File: src/rtl/acq_bram_ctrl.sv
// acq_bram_ctrl: ADC stream capture into a to-host BRAM port.
// Arm latches length/decimation, trigger starts a linear capture from address 0.
module acq_bram_ctrl #(
    parameter int ADDR_WIDTH  = 13,
    parameter int DATA_WIDTH  = 64,
    parameter int DECIM_WIDTH = 8
) (
    input  logic                   clk,
    input  logic                   resetn,
    input  logic                   arm,
    input  logic                   abort,
    input  logic                   trig,
    input  logic [ADDR_WIDTH:0]    length,
    input  logic [DECIM_WIDTH-1:0] decim,
    input  logic [DATA_WIDTH-1:0]  s_tdata,
    input  logic                   s_tvalid,
    output logic                   s_tready,
    output logic [ADDR_WIDTH-1:0]  bram_addr,
    output logic [DATA_WIDTH-1:0]  bram_din,
    output logic                   bram_en,
    output logic                   bram_we,
    output logic                   busy,
    output logic                   done,
    output logic [ADDR_WIDTH:0]    wcount
);

    localparam logic [1:0] S_IDLE    = 2'd0;
    localparam logic [1:0] S_ARMED   = 2'd1;
    localparam logic [1:0] S_CAPTURE = 2'd2;
    localparam logic [1:0] S_DONE    = 2'd3;

    localparam logic [ADDR_WIDTH:0] DEPTH = {1'b1, {ADDR_WIDTH{1'b0}}};

    logic [1:0]             state_q, state_d;
    logic [ADDR_WIDTH:0]    len_q, len_d;
    logic [DECIM_WIDTH-1:0] decim_q, decim_d;
    logic [DECIM_WIDTH-1:0] dcnt_q, dcnt_d;
    logic [ADDR_WIDTH-1:0]  ptr_q, ptr_d;
    logic [ADDR_WIDTH-1:0]  addr_q, addr_d;
    logic [DATA_WIDTH-1:0]  din_q, din_d;
    logic                   we_q, we_d;
    logic [ADDR_WIDTH:0]    wcount_q, wcount_d;
    logic [ADDR_WIDTH:0]    wcount_inc;
    logic [ADDR_WIDTH:0]    len_clamp;

    assign wcount_inc = wcount_q + 1'b1;
    assign len_clamp  = (length > DEPTH) ? DEPTH : length;

    // Next-state: abort dominates, then per-state arm/trig/beat handling.
    always_comb begin
        state_d  = state_q;
        len_d    = len_q;
        decim_d  = decim_q;
        dcnt_d   = dcnt_q;
        ptr_d    = ptr_q;
        addr_d   = addr_q;
        din_d    = din_q;
        we_d     = 1'b0;
        wcount_d = wcount_q;
        if (abort) begin
            state_d  = S_IDLE;
            wcount_d = '0;
        end else begin
            case (state_q)
                S_IDLE, S_DONE: begin
                    if (arm) begin
                        state_d  = S_ARMED;
                        len_d    = len_clamp;
                        decim_d  = decim;
                        wcount_d = '0;
                    end
                end
                S_ARMED: begin
                    if (arm) begin
                        len_d    = len_clamp;
                        decim_d  = decim;
                        wcount_d = '0;
                    end else if (trig) begin
                        ptr_d   = '0;
                        dcnt_d  = '0;
                        state_d = (len_q == '0) ? S_DONE : S_CAPTURE;
                    end
                end
                S_CAPTURE: begin
                    if (s_tvalid) begin
                        if (dcnt_q == '0) begin
                            we_d     = 1'b1;
                            addr_d   = ptr_q;
                            din_d    = s_tdata;
                            ptr_d    = ptr_q + 1'b1;
                            wcount_d = wcount_inc;
                            dcnt_d   = decim_q;
                            if (wcount_inc >= len_q) begin
                                state_d = S_DONE;
                            end
                        end else begin
                            dcnt_d = dcnt_q - 1'b1;
                        end
                    end
                end
                default: state_d = S_IDLE;
            endcase
        end
    end

    // State and registered BRAM write port, synchronous active-low reset.
    always_ff @(posedge clk) begin
        if (!resetn) begin
            state_q  <= S_IDLE;
            len_q    <= '0;
            decim_q  <= '0;
            dcnt_q   <= '0;
            ptr_q    <= '0;
            addr_q   <= '0;
            din_q    <= '0;
            we_q     <= 1'b0;
            wcount_q <= '0;
        end else begin
            state_q  <= state_d;
            len_q    <= len_d;
            decim_q  <= decim_d;
            dcnt_q   <= dcnt_d;
            ptr_q    <= ptr_d;
            addr_q   <= addr_d;
            din_q    <= din_d;
            we_q     <= we_d;
            wcount_q <= wcount_d;
        end
    end

    assign s_tready  = resetn;
    assign bram_addr = addr_q;
    assign bram_din  = din_q;
    assign bram_en   = we_q;
    assign bram_we   = we_q;
    assign busy      = (state_q == S_ARMED) || (state_q == S_CAPTURE);
    assign done      = (state_q == S_DONE);
    assign wcount    = wcount_q;

endmodule

File: config.mk
export PLATFORM = sky130hd
export DESIGN_NAME = acq_bram_ctrl
export DESIGN_NICKNAME = d
export VERILOG_FILES = /design/src/rtl/acq_bram_ctrl.sv
export SDC_FILE = /design/constraint.sdc
export NUM_CORES = 1
export LEC_CHECK = 0
export CAP_MARGIN = 10
export CORE_MARGIN = 2
export CORE_UTILIZATION = 51
export DETAILED_ROUTE_END_ITERATION = 7
export HOLD_SLACK_MARGIN = 0.08
export PLACE_DENSITY = 0.86
export SLEW_MARGIN = 25
export SYNTH_ARGS = -nofsm -noshare
export SYNTH_HDL_FRONTEND = slang
export SYNTH_SLANG_ARGS = --single-unit
File: constraint.sdc
create_clock -name clk -period 4.8 [get_ports clk]
set_input_delay 0.48 -clock clk [delete_from_list [all_inputs] [get_ports clk]]
set_output_delay 0.48 -clock clk [all_outputs]
set_load 0.01 [all_outputs]
# After elaboration in Yosys (flattened, before gate mapping)
# Index checks and enable logic that the tools add are counted.
# Widths: inputs -> output; s select.
[op_classes]
n_addsub = 3
order_cmp = 2
n_eq_ne = 10
muxes = 24
bitwise = 4
n_reduce_logical = 15
[op_table]
columns = ["cell", "count"]
rows = [
  ["$mux 14", 4],
  ["$mux 13", 4],
  ["$mux 8", 4],
  ["$pmux 14 s2", 1],
  ["$pmux 13 s2", 1],
  ["$pmux 8 s2", 1],
  ["$add 14x1->14 const B", 1],
  ["$ge 14x14->1", 1],
  ["$gt 14x14->1 const B", 1],
  ["$logic_not 14->1", 1],
  ["$add 13x1->13 const B", 1],
  ["$mux 2", 6],
  ["$ne 2x2->1 const B", 6],
  ["$reduce_and 6->1", 2],
  ["$logic_not 8->1", 1],
  ["$sub 8x1->8 const B", 1],
  ["$pmux 2 s3", 1],
  ["$reduce_and 3->1", 2],
  ["$reduce_and 5->1", 1],
  ["$eq 2x2->1 const B", 2],
  ["$not 1->1", 4],
  ["$reduce_and 4->1", 1],
  ["$reduce_or 2->1", 2],
  ["$reduce_or 4->1", 1],
  ["other kinds (7)", 8],
]
[word_totals]
register_bits = 137
word_cells = 67

# Depth between registers and ports, before layout
[depth]
ltp_word = 6
depth_mapped = 12

# Least setup slack after synthesis
# OpenSTA, ideal clock, no wires.
[synth_timing]
path_type = "reg2reg"
from = "register wcount_q[0], in the netlist wcount[0]"
to = "register state_q[1]"
setup_ps = 123
t_arrival_ps = 2836
setup_slack_ps = 1841
stages_incl_launch_ff = 13
n_path_buf = 0
period_less_slack_ps = 2959
cell_sequence = "dfxtp_1 -> ha_1 -> nand3_1 -> nor2_1 -> and3_1 -> xor2_1 -> ha_1 -> nand2_1 -> o21ai_0 -> and2_1 -> a311oi_1 -> a2111oi_1 -> mux2_1"
[synth_between]
elab_chain_len = 4
[synth_rtl]
columns = ["item", "line_no", "text"]
rows = [
  ["start, declared", "42", "logic [ADDR_WIDTH:0] wcount_q, wcount_d;"],
  ["start signal, assigned", "127", "wcount_q <= wcount_d;"],
  ["$add 14x1->14", "46", "assign wcount_inc = wcount_q + 1'b1;"],
  ["$ge 14x14->1", "93", "if (wcount_inc >= len_q) begin"],
  ["$ne 2x2->1 (no source line)", "--", ""],
  ["$reduce_and 6->1 (no source line)", "--", ""],
  ["end signal, assigned", "119", "state_q <= state_d;"],
  ["end, declared", "34", "logic [1:0] state_q, state_d;"],
]
# No other way between the ends.
# A chain may end at the register's enable or synchronous reset.

# Final worst setup path
# Same ends and word-level chain as after synthesis.

==> out/metrics.cfg <==
[drt]
via_per_inst = 5.279
drt_iter0_drc = 512
dr.pass1.iters = 5
routedWlPerCell_um = 15.05
via_count = 5744
drc = 0
wl_um = 16370
ant_nets = 0

[setup_path]
r2r_cells = 12
timing.rr.start = wcount[0]
start_kind = flip-flop
cpMostUsedCell = ha_1
endpoint = state_q[1]
r2r_slack_ns = 1.51
critPathArrivalTime_ns = 3.58
rr_endpoint = state_q[1]
path_cells = ha_1 -> nand3_1 -> nor2_1 -> and3_1 -> xor2_1 -> ha_1 -> nand2_1 -> o21ai_0 -> and2_1 -> a311oi_1 -> a2111oi_1 -> mux2_1
slowest_stage = a2111oi_1
startpoint = wcount[0]
worstSetupEndpointType = flip-flop
slowest_delay_ns = 0.53
worstSetupPathType = reg -> reg
worst_ep_required_time_ns = 5.09
crit_fanout = 7

[logic_synthesis]
synth_area_mm2 = 0.006266
ys_seq_area_frac = 0.4377
synth_commonest_cells = 210 x nand2_1, 137 x dfxtp_1, 68 x a21boi_0
synth_area_leaders = dfxtp_1 44%, nand2_1 13%, a21boi_0 8.1%
synthArstFlopShare = 0
syn_inst = 766
postSynthNetCount = 879
yosysTopAreaCell = dfxtp_1
synth-edff-count = 0
syn_avg_cell_area_um2 = 8.180
synth-seq-cells = 137
synth_top_area_share = 0.4377
yosysMostFrequentCell = nand2_1
ys_types = 50
synthFlopType = dfxtp_1
yosys_warnings = 0

[timing]
min_period_over_period = 0.6850
hold_viol_final = 0
tns_ns = 0
finalSetupViolCount = 0
worst-slew-pin-transition_ns = 0.9508
hold_ws_ns = 0.4495
slew_viol_final = 0
skew_ns = 0.007291
slew_headroom = 0.3638
max_freq_ghz = 0.3041
post-route-min-period_ns = 3.288
rsz0062_at_grt = no

[global_route]
grt_pass1_vias = 5463
antenna_found_initial = 0
grt_overflow = 0
grtUsageTotal = 0.2520
grt_max_degree = 101
grt_first_pass_wirelength_um = 26480

[run_status]
status = complete, no violations

[pwr]
power_mw = 2.626
p_sw_mw = 0.5397
peakVddDrop_v = 0.0002440
p_seq_frac = 0.440
clockPowerShare = 0.493
power_frac_comb = 0.067
switching_share = 0.2055
leakagePower_nw = 3.069
power_density_mw_per_mm2 = 301.4
p_int_mw = 2.087

[final_layout]
fillers = 935
areaGrowthSynthToFinish_pct = 39.06
diodes = 0
drive_gt1_frac = 0.04357
post-route-util = 0.7254
design_area_mm2 = 0.008713
finalNetCount = 1042

[min_path]
hp-class = reg -> reg

[floorplanning]
die-area_mm2 = 0.01319
fp.dieW_um = 114.8
dieHeight_um = 114.8
num_rows = 40
initial_utilization = 0.5217
ios = 188
core-area_mm2 = 0.01201

[clocking]
cts-root-buf = clkbuf_16
h-tree-depth = 4
postCtsHoldBufs = 0
cts-resized-gates = 0
cts_tree = built
clkSinkCount = 137
cts_inserted_buffers = 17
clock_path_buffers = 2
post_cts_buffers = 0
clk_pin_slew_ns = 0.05
clock_latency_ns = 0.41

[job]
maxCapViolCount = 0

[placed_design]
detailed_place_hpwl_um = 11100
placed_area_mm2 = 0.008124
place_congestion = 0.8953
port_buffers = 187

[worst max-delay path: cells and delay by family, from the launching register on]
kind	cells	cell delay, ns
adders and majority gates	2	0.55
AOI/OAI and AO/OA	3	0.75
DFF	1	0.43
xor gates and xnor gates	1	0.09
and+or+nand+nor	5	0.96
muxes	1	0.38
[cell families after synthesis]
| family | synth area share |
|---|---|
| AOI/OAI and AO/OA | 0.1899 |
| muxes | 0.003395 |
| buffers and inverters | 0.04772 |
| DFF | 0.4377 |
| and+or+nand+nor | 0.2472 |
| adders and majority gates | 0.04193 |
| xor gates and xnor gates | 0.03215 |
[worst min path at each step]
stage | start | to | depth (start not counted)
floorplan | decim_q[4] | decim_q[4] | 2
global placement | bram_din[56] | bram_din[56] | 2
detailed placement | bram_din[50] | bram_din[50] | 2
CTS | resetn | bram_addr[2] | 2
global route | resetn | bram_addr[3] | 2
finish | bram_addr[6] | bram_addr[6] | 2
[through the flow]
stage / worst slack [ns] / instances
after floorplan: 1.841 / 766
after global routing: 1.182 / 1088
after global placement: 1.720 / 1057
after CTS: 1.537 / 1088
final: 1.512 / 1088
after detailed placement: 1.642 / 1057
[layout by cell type, fill, tap and decap left out, types with 6 or more instances in the layout]
master,netlist,final
xor2_1,14,14
o21ai_0,21,20
and2_1,7,7
clkbuf_16,0,17
clkdlybuf4s50_1,0,186
a22oi_1,6,6
nor3_1,8,8
a21boi_0,68,68
ha_1,21,21
inv_1,22,22
nand2_1,210,210
nor2b_1,9,9
a21oi_1,31,31
a21boi_1,30,30
nand4_1,9,9
xnor2_1,9,9
nor2_1,41,40
nand3_1,12,12
dfxtp_1,137,137
nand3b_1,15,15
[metal layers]
metal  global-route usage  wire (um)  vias to the layer above
met3              0.08803        991                       25
met1               0.3090       6971                     2657
met5                    0          0                        -
li1                     -          -                     2905
met2               0.4149       8101                      157
met4              0.08434        306                        0
[registers in the layout, summed over array words and instances (netlist names)]
register   flops
ptr_q         13
bram_en        1
bram_din      64
dcnt_q         8
wcount        14
state_q        2
len_q         14
decim_q        8
bram_addr     13
[cell type report]
class	count	area (um2)	area share
clock buffer	22	464.2	0.05327
clock inverter	9	122.6	0.01407
inverter	22	82.58	0.009477
multi-input combinational	561	3228	0.3705
sequential	137	2743	0.3148
tap	147	183.9	0.02111
timing repair buffer	190	1889	0.2168
[power groups by stage]
stage,clock network (mW),logic (mW),registers [mW]
after floorplan,0,0.0738,1.18
after global placement,0,0.173,1.18
after detailed placement,0,0.174,1.18
after CTS,1.32,0.175,1.16
after global routing,1.37,0.190,1.16
final,1.30,0.175,1.16
(Power assumes the default switching activity.)
